$ cat src/rtl/tone_arbiter_seq.sv
// Buzzer tone arbiter: shares one tone generator among alarm, key-beep and melody
// requesters with fixed priority, preemption, beat-timed notes and a silent inter-note gap.
module tone_arbiter_seq #(
  parameter int unsigned TICK_DIV  = 10000000,
  parameter int unsigned GAP_TICKS = 1
) (
  input  logic       clk,
  input  logic       rst_n,
  input  logic [2:0] req,
  input  logic [7:0] note0,
  input  logic [7:0] note1,
  input  logic [7:0] note2,
  input  logic [3:0] dur0,
  input  logic [3:0] dur1,
  input  logic [3:0] dur2,
  output logic [2:0] gnt,
  output logic [2:0] done,
  output logic [2:0] abort,
  output logic [7:0] note_code,
  output logic       tone_en,
  output logic       busy
);

  localparam int unsigned TCNT_W = (TICK_DIV > 1) ? $clog2(TICK_DIV) : 1;
  localparam int unsigned REM_W  = 4;
  localparam int unsigned NREQ   = 3;
  localparam int unsigned NOTE_W = 8;

  typedef enum logic [1:0] {
    S_IDLE = 2'd0,
    S_PLAY = 2'd1,
    S_GAP  = 2'd2
  } state_e;

  state_e              state_q, state_d;
  logic [TCNT_W-1:0]   tcnt_q, tcnt_d;
  logic [REM_W-1:0]    rem_q, rem_d;
  logic [1:0]          owner_q, owner_d;
  logic [NREQ-1:0]     gnt_q, gnt_d;
  logic [NREQ-1:0]     done_q, done_d;
  logic [NREQ-1:0]     abort_q, abort_d;
  logic [NOTE_W-1:0]   note_code_q, note_code_d;
  logic                tone_en_q, tone_en_d;
  logic                busy_q, busy_d;

  logic                tick_end_c;
  logic [1:0]          win_c;
  logic [NOTE_W-1:0]   win_note_c;
  logic [REM_W-1:0]    win_dur_c;
  logic [NREQ-1:0]     owner_oh_c;
  logic [NREQ-1:0]     higher_c;
  logic                start_c;
  logic                finish_c;

  // Fixed-priority winner (lowest set index) and its note/duration.
  always_comb begin
    win_c = 2'd2;
    if (req[1]) win_c = 2'd1;
    if (req[0]) win_c = 2'd0;
    case (win_c)
      2'd0:    begin win_note_c = note0; win_dur_c = dur0; end
      2'd1:    begin win_note_c = note1; win_dur_c = dur1; end
      default: begin win_note_c = note2; win_dur_c = dur2; end
    endcase
    owner_oh_c = NREQ'(1) << owner_q;
    higher_c   = req & (owner_oh_c - NREQ'(1));
    tick_end_c = (tcnt_q == TCNT_W'(TICK_DIV - 1));
  end

  // Next-state, counters and registered outputs.
  always_comb begin
    state_d  = state_q;
    tcnt_d   = tick_end_c ? '0 : tcnt_q + TCNT_W'(1);
    rem_d    = rem_q;
    owner_d  = owner_q;
    done_d   = '0;
    abort_d  = '0;
    start_c  = 1'b0;
    finish_c = 1'b0;

    case (state_q)
      // A pulse still on the outputs is the requester's drop cycle, so req is not sampled then.
      S_IDLE: begin
        if (req != '0 && (done_q | abort_q) == '0) start_c = 1'b1;
      end
      S_PLAY: begin
        if (higher_c != '0) begin
          abort_d = owner_oh_c;
          start_c = 1'b1;
        end else if ((req & owner_oh_c) == '0) begin
          abort_d  = owner_oh_c;
          finish_c = 1'b1;
        end else if (tick_end_c) begin
          if (rem_q == REM_W'(1)) begin
            done_d   = owner_oh_c;
            finish_c = 1'b1;
          end else begin
            rem_d = rem_q - REM_W'(1);
          end
        end
      end
      S_GAP: begin
        if (tick_end_c) begin
          if (rem_q <= REM_W'(1)) begin
            state_d = S_IDLE;
            rem_d   = '0;
          end else begin
            rem_d = rem_q - REM_W'(1);
          end
        end
      end
      default: state_d = S_IDLE;
    endcase

    if (start_c) begin
      state_d = S_PLAY;
      owner_d = win_c;
      rem_d   = (win_dur_c == '0) ? REM_W'(1) : win_dur_c;
      tcnt_d  = '0;
    end
    if (finish_c) begin
      if (GAP_TICKS == 0) begin
        state_d = S_IDLE;
        rem_d   = '0;
      end else begin
        state_d = S_GAP;
        rem_d   = REM_W'(GAP_TICKS);
        tcnt_d  = '0;
      end
    end

    gnt_d       = (state_d == S_PLAY) ? (NREQ'(1) << owner_d) : '0;
    note_code_d = start_c ? win_note_c : ((state_d == S_PLAY) ? note_code_q : '0);
    tone_en_d   = (state_d == S_PLAY);
    busy_d      = (state_d != S_IDLE);
  end

  always_ff @(posedge clk or negedge rst_n) begin
    if (!rst_n) begin
      state_q     <= S_IDLE;
      tcnt_q      <= '0;
      rem_q       <= '0;
      owner_q     <= '0;
      gnt_q       <= '0;
      done_q      <= '0;
      abort_q     <= '0;
      note_code_q <= '0;
      tone_en_q   <= 1'b0;
      busy_q      <= 1'b0;
    end else begin
      state_q     <= state_d;
      tcnt_q      <= tcnt_d;
      rem_q       <= rem_d;
      owner_q     <= owner_d;
      gnt_q       <= gnt_d;
      done_q      <= done_d;
      abort_q     <= abort_d;
      note_code_q <= note_code_d;
      tone_en_q   <= tone_en_d;
      busy_q      <= busy_d;
    end
  end

  assign gnt       = gnt_q;
  assign done      = done_q;
  assign abort     = abort_q;
  assign note_code = note_code_q;
  assign tone_en   = tone_en_q;
  assign busy      = busy_q;

endmodule

$ cat config.mk
export PLATFORM = sky130hd
export DESIGN_NAME = tone_arbiter_seq
export DESIGN_NICKNAME = d
export VERILOG_FILES = /design/src/rtl/tone_arbiter_seq.sv
export SDC_FILE = /design/constraint.sdc
export NUM_CORES = 1
export LEC_CHECK = 0
export BUFFER_PORTS_ARGS = -buffer_cell sky130_fd_sc_hd__buf_2
export CAP_MARGIN = 20
export CORE_UTILIZATION = 55
export CTS_CLUSTER_SIZE = 30
export DETAILED_ROUTE_END_ITERATION = 8
export PLACE_DENSITY = 0.81
export SYNTH_ARGS = -nofsm -noshare
export SYNTH_HDL_FRONTEND = slang
export SYNTH_SLANG_ARGS = --single-unit
export TNS_END_PERCENT = 100
$ cat constraint.sdc
create_clock -name clk -period 2.8 [get_ports clk]
set_clock_uncertainty 0.15 [all_clocks]
set_input_delay 0.28 -clock clk [delete_from_list [all_inputs] [get_ports clk]]
set_output_delay 0.28 -clock clk [all_outputs]
set_load 0.1 [all_outputs]
==> qor.yml, run 1 <==
outcome: "finished clean"
grt_pass1_wl_mm: 10.3
ys_ff_latch: 51
path_class: "reg -> reg"
io_pins: 60
gp_congestion: 0.855
slew_violations: 0
crit_arrival_ns: 2.71
ys_types: 54
diodes: 0
syn_area_per_cell_sq_um: 9.83
max-vdd-ir-drop_v: 0.000181
synthTopCellsByArea: "dfrtp_1 43%, nor2_1 6.6%, xnor2_1 5.0%, mux2i_1 4.4%, ha_1 3.4%"
clock_latency_ns: 0.31
core_area_sq_mm: 0.00517
critPathMaxFanout: 9
die_area_sq_mm: 0.00571
synth_area_sq_mm: 0.00298
synth_flop_cell: "dfrtp_1"
syn_to_final_growth_pct: 14.3
portBuffers: 59
ctsHtreeMaxLevel: 2
rsz0062_at_grt: "no"
syn_nets: 352
cp-start-kind: "flop"
instances_no_fill: 433
wl_per_cell_um: 14.2
vias: 2458
dp_slack_ns: 0.155
grt_antenna_before_repair: 0
first_pass_iters: 4
grt_start_max_net_pins: 34
rr_worst_depth: 6
die_y_um: 75.6
clockBufferDepth: 2
start_util_pct: 57.6
num_rows: 26
relSlewSlack_pct: 50.2
setup_viol: 0
fin_ws_ns: 0.144
p_leak_nw: 1.57
ant_nets: 0
clock_sinks: 51
grt_overflow: 0
synth_area_leader_cell: "dfrtp_1"
synth-edff-count: 0
synth_top_area_share_pct: 42.8
end_kind: "flop"
setup_tns_ns: 0
yosys-top-cells-count: "52 x nor2_1, 51 x dfrtp_1, 19 x nand3_1"
synthCells: 303
cap_violations: 0
cts_setup_buffers: 0
dpl.cell_count: 424
cts-resized-gates: 0
dp_hpwl_mm: 4.49
fp.dieW_um: 75.6
drc: 0
hp-class: "in -> reg"
drive_gt1_share_pct: 26.4
hold_violations: 0
required_ns: 2.86
yosysSeqAreaShare_pct: 42.8
yosysWarnings: 0
hold_depth: 2
tightest_slew_ns: 0.746
cts_tree: "done"
fin_crit_ns: 2.66
finalPower_w: 0.00125
nNetsFinal: 411
root_buffer: "clkbuf_8"
grt_pass1_vias: 2372
drtIter0Drc: 169
routed_via_density: 5.68
timing.fmax_ghz: 0.376
cts_buffers: 5
cts.hold.buffers_added: 1
fin_crit_sh_pct: 94.9
clkTransAtPathRegs_ns: 0.09
power_density_mw_per_mm2: 366
ys_async_sr_fraction_pct: 100
grt_util_all_layers_pct: 23.9
wl_mm: 6.13
yosysMostFrequentCell: "nor2_1"
-- registers in the layout, summed over array words and instances (netlist names) --
| register | flops |
|---|---|
| note_code | 8 |
| owner_q | 2 |
| busy | 1 |
| gnt | 3 |
| tone_en | 1 |
| rem_q | 4 |
| tcnt_q | 24 |
| state_q | 2 |
| abort | 3 |
| done | 3 |
-- kinds of logic after synthesis --
| family | share of synthesized area, % |
|---|---|
| mux | 5.50 |
| fa+ha+maj | 3.36 |
| xor+xnor | 6.76 |
| buf+inv | 5.17 |
| flops | 42.8 |
| compound gates | 14.2 |
| simple gates | 22.1 |
-- placed cells by master, fill, tap and decap left out, drive strengths merged, types with 2 or more instances in the layout --
| cell | instances |
|---|---|
| buf | 67 |
| nor2 | 52 |
| dfrtp | 51 |
| nand3 | 19 |
| xnor2 | 17 |
| nand2 | 14 |
| mux2i | 13 |
| a21oi | 12 |
| inv | 10 |
| nor3 | 10 |
| ha | 8 |
| o32ai | 8 |
| o21ai | 7 |
| xor2 | 6 |
| clkbuf | 6 |
| nor4b | 5 |
| and2 | 5 |
| and3 | 5 |
| a311oi | 4 |
| nand4 | 3 |
| nor4 | 3 |
| mux2 | 3 |
| o22ai | 3 |
| or4 | 3 |
| and4bb | 2 |
| o2bb2ai | 2 |
| nor2b | 2 |
| and4 | 2 |
| o31ai | 2 |
| a211oi | 2 |
-- worst paths after layout --
kind,slack [ns],startpoint,endpoint
max,0.14,tcnt_q[8]$_DFF_PN0_,note_code[0]$_DFFE_PN0P_
min,0.05,req[2],abort[2]$_DFF_PN0_
max reg2reg,0.14,tcnt_q[8]$_DFF_PN0_,note_code[0]$_DFFE_PN0P_
min reg2reg,0.31,tcnt_q[0]$_DFF_PN0_,tcnt_q[0]$_DFF_PN0_
max in group asynchronous,1.48,rst_n,state_q[1]$_DFF_PN0_
min in group asynchronous,0.40,rst_n,done[0]$_DFF_PN0_
-- worst max-delay path, stage by stage (launching register included) --
cell and delay [ns]:
dfrtp_1 0.41, or4_1 0.53, or4_4 0.49, o31ai_1 0.32, a2111oi_2 0.18, buf_4 0.22, o32ai_1 0.27
-- routing by layer --
metal / part of all wire (%) / track usage [%] / vias up
met4: 2.5 / 10.9 / 0
met3: 3.5 / 5.29 / 16
met2: 49 / 40.4 / 69
met5: 0 / 0 / -
met1: 45 / 29.4 / 1175
li1: - / - / 1198
-- metrics by stage --
| step | util [%] | hold WS [ns] | cell area [sq um] |
|---|---|---|---|
| after floorplan | - | -0.166 | 2980 |
| after global placement | 64.0 | 0.226 | 3310 |
| after detailed placement | 64.0 | 0.229 | 3310 |
| after CTS | 65.8 | 0.0433 | 3410 |
| after global routing | 65.8 | 0.0551 | 3410 |
| final | 65.8 | 0.0531 | 3410 |
-- area by class of cell --
| class | count | area, sq um |
|---|---|---|
| clock buffers | 6 | 72.6 |
| clock inverters | 2 | 12.5 |
| fillers | 403 | 1770 |
| inverters | 10 | 37.5 |
| multi-input cells | 226 | 1550 |
| flip-flops and latches | 51 | 1280 |
| well taps | 70 | 87.6 |
| repair buffers | 68 | 365 |
-- power by group --
group          switching [W]  total (W)  internal [W]
registers                  0   0.000736      0.000736
logic              0.0000506  0.0000943     0.0000437
clock network       0.000240   0.000415      0.000175
Power figures use the tool's default switching activity.
==> inputs of run 2 (changes only) <==
--- a/config.mk
+++ b/config.mk
@@ -5,6 +5,7 @@
 export SDC_FILE = /design/constraint.sdc
 export NUM_CORES = 1
 export LEC_CHECK = 0
+export ABC_CLOCK_PERIOD_IN_PS = 2700
 export BUFFER_PORTS_ARGS = -buffer_cell sky130_fd_sc_hd__buf_2
 export CAP_MARGIN = 20
 export CORE_UTILIZATION = 55
==> constraint.sdc (replaced) <==
create_clock -name clk -period 2.7 [get_ports clk]
set_clock_uncertainty 0.15 [all_clocks]
set_input_delay 0.27 -clock clk [delete_from_list [all_inputs] [get_ports clk]]
set_output_delay 0.27 -clock clk [all_outputs]
set_load 0.1 [all_outputs]
==> qor.yml, run 2 (synthesis gave the netlist of run 1 again) <==
syn_to_final_growth_pct: 16.4
start_util_pct: 57.6  # unchanged
drc: 0  # unchanged
routed_via_density: 5.68  # +0.11%
die_y_um: 75.6  # unchanged
final_common_cell: "buf_2"
gp_congestion: 0.888  # +3.9%
rsz0062_at_grt: "no"
num_rows: 26  # unchanged
cts_tree: "done"
path_buf_inv: 1  # unchanged
outcome: "finished clean"
fin_crit_ns: 2.59  # -0.0615 ns
tightest_slew_ns: 0.735  # -0.0102 ns
final_cell_mix: "59 x buf_2, 52 x nor2_1, 51 x dfrtp_1"
p_leak_nw: 1.59  # +1.6%
cap_violations: 0  # unchanged
hp-class: "in -> reg"
portBuffers: 59  # unchanged
end_kind: "flop"
intPower_w: 0.00104  # +9.2%
crit_chain: "or4_1 > or4_4 > o31ai_4 > a2111oi_4 > buf_4 > o32ai_1"
clkTransAtPathRegs_ns: 0.09  # about the same
nFillCells: 402  # -0.25%
ctsHtreeMaxLevel: 2  # unchanged
grt_overflow: 0  # unchanged
clock_latency_ns: 0.30  # about the same
switchingPower_w: 0.000293  # +0.77%
core_area_sq_mm: 0.00517  # unchanged
drtIter0Drc: 165  # -2.4%
fin_crit_sh_pct: 96.1  # +1.2 points
fp.dieW_um: 75.6  # unchanged
wl_per_cell_um: 14.5  # +2.7%
root_buffer: "clkbuf_8"
timing.fmax_ghz: 0.385  # +2.4%
nNetsFinal: 413  # +0.49%
wl_mm: 6.33  # +3.1%
power_density_mw_per_mm2: 385  # +5.3%
io_pins: 60  # unchanged
required_ns: 2.76  # -0.10 ns
top_register: "tcnt_q"
crit_arrival_ns: 2.65  # -0.06 ns
slowest_delay_ns: 0.52  # about the same
grt_pass1_vias: 2375  # +0.13%
p_seq_share_pct: 57.1  # -2.0 points
relSlewSlack_pct: 51.0  # +0.78 points
reg2reg_slack_ns: 0.11  # -0.04 ns
drive_gt1_share_pct: 27.1  # +0.68 points
critPathMaxFanout: 9  # unchanged
largest_reg_flops: 24  # unchanged
cp-start-kind: "flop"
path_class: "reg -> reg"
combPwrFrac_pct: 7.5  # about the same
vias: 2472  # +0.57%
clockBufferDepth: 2  # unchanged
clkPwrFrac_pct: 35.4  # +2.0 points
clock_sinks: 51  # unchanged
hold_violations: 0  # unchanged
diodes: 0  # unchanged
slowest_stage: "or4_1"
dpl_cell_area_sq_mm: 0.00333  # +0.45%
ant_nets: 0  # unchanged
first_pass_iters: 4  # unchanged
setup_viol: 0  # unchanged
grt_start_max_net_pins: 34  # unchanged
crit_family: "simple AND/OR/NAND/NOR gates"
swShare_pct: 22.0  # -1.4 points
grt_util_all_layers_pct: 23.8  # -0.093 points
cts_buffers: 5  # unchanged
grt_antenna_before_repair: 0  # unchanged
setup_tns_ns: 0  # unchanged
max-vdd-ir-drop_v: 0.000200  # +11%
grt_pass1_wl_mm: 10.3  # -0.14%
slew_violations: 0  # unchanged
dp_hpwl_mm: 4.61  # +2.7%
die_area_sq_mm: 0.00571  # unchanged
fin_area_sq_mm: 0.00347  # +1.8%
[run 2: cell types whose count changed in the layout (fill, tap and decap cells not counted)]
cell,previous run,this run
clkinvlp_4,1,0
o31ai_1,2,1
a21o_2,1,0
buf_4,8,10
clkbuf_8,5,7
clkinv_2,1,0
a2111oi_2,1,0
a2111oi_4,0,1
a21o_4,0,1
o31ai_4,0,1
[run 2: timing repair]
| item | CTS | global route |
|---|---|---|
| hold buffers | 1 | 0 |
| gates resized for setup | 0 | 4 |
| setup buffers | 0 | 0 |
| endpoints found under the setup margin | 0 | 11 |
| hold endpoints to repair | 31 | 0 |
[run 2: metrics by stage]
stage	std cells	util, %	total power (W)	setup slack (ns)	hold slack, ns
after floorplan	303	-	0.000822	0.0643	-0.176
after global placement	426	64.3	0.000874	0.152	0.214
after detailed placement	426	64.3	0.000877	0.0853	0.221
after CTS	435	66.4	0.00135	0.0615	0.0380
after global routing	435	67.1	0.00139	0.0108	0.0566
final	435	67.1	0.00134	0.105	0.0437
[run 2: final cells by class]
class / count / area [sq um] / area share (%)
multi-input combinational: 226 / 1590 / 45.7
sequential: 51 / 1280 / 36.8
timing repair buffer: 70 / 380 / 11.0
clock buffer: 8 / 100 / 2.89
tap: 70 / 87.6 / 2.53
inverter: 10 / 37.5 / 1.08
[run 2: path summary, 6_finish.rpt]
kind                                      from                        to  depth (start not counted)
max in group asynchronous                rst_n       tcnt_q[9]$_DFF_PN0_                          3
setup / recovery           tcnt_q[8]$_DFF_PN0_  note_code[7]$_DFFE_PN0P_                          6
setup reg to reg           tcnt_q[8]$_DFF_PN0_  note_code[7]$_DFFE_PN0P_                          6
min in group asynchronous                rst_n         done[1]$_DFF_PN0_                          2
hold reg to reg            tcnt_q[0]$_DFF_PN0_       tcnt_q[0]$_DFF_PN0_                          1
hold / removal                          req[2]        abort[2]$_DFF_PN0_                          2
[run 2: power by group through the flow]
stage	Clock, W	Combinational (W)	Sequential (W)
after detailed placement	0	0.0000989	0.000778
after CTS	0.000485	0.000101	0.000763
final	0.000473	0.0000996	0.000763
after global placement	0	0.0000962	0.000778
after global routing	0.000510	0.000112	0.000763
after floorplan	0	0.0000435	0.000779
[run 2: per-layer routing]
layer | global-route usage [%] | vias to the layer above | share of wire [%]
li1 | - | 1203 | -
met1 | 29.6 | 1175 | 44
met2 | 41.3 | 81 | 50
met3 | 3.57 | 13 | 4.2
met4 | 10.5 | 0 | 2.0
met5 | 0 | - | 0
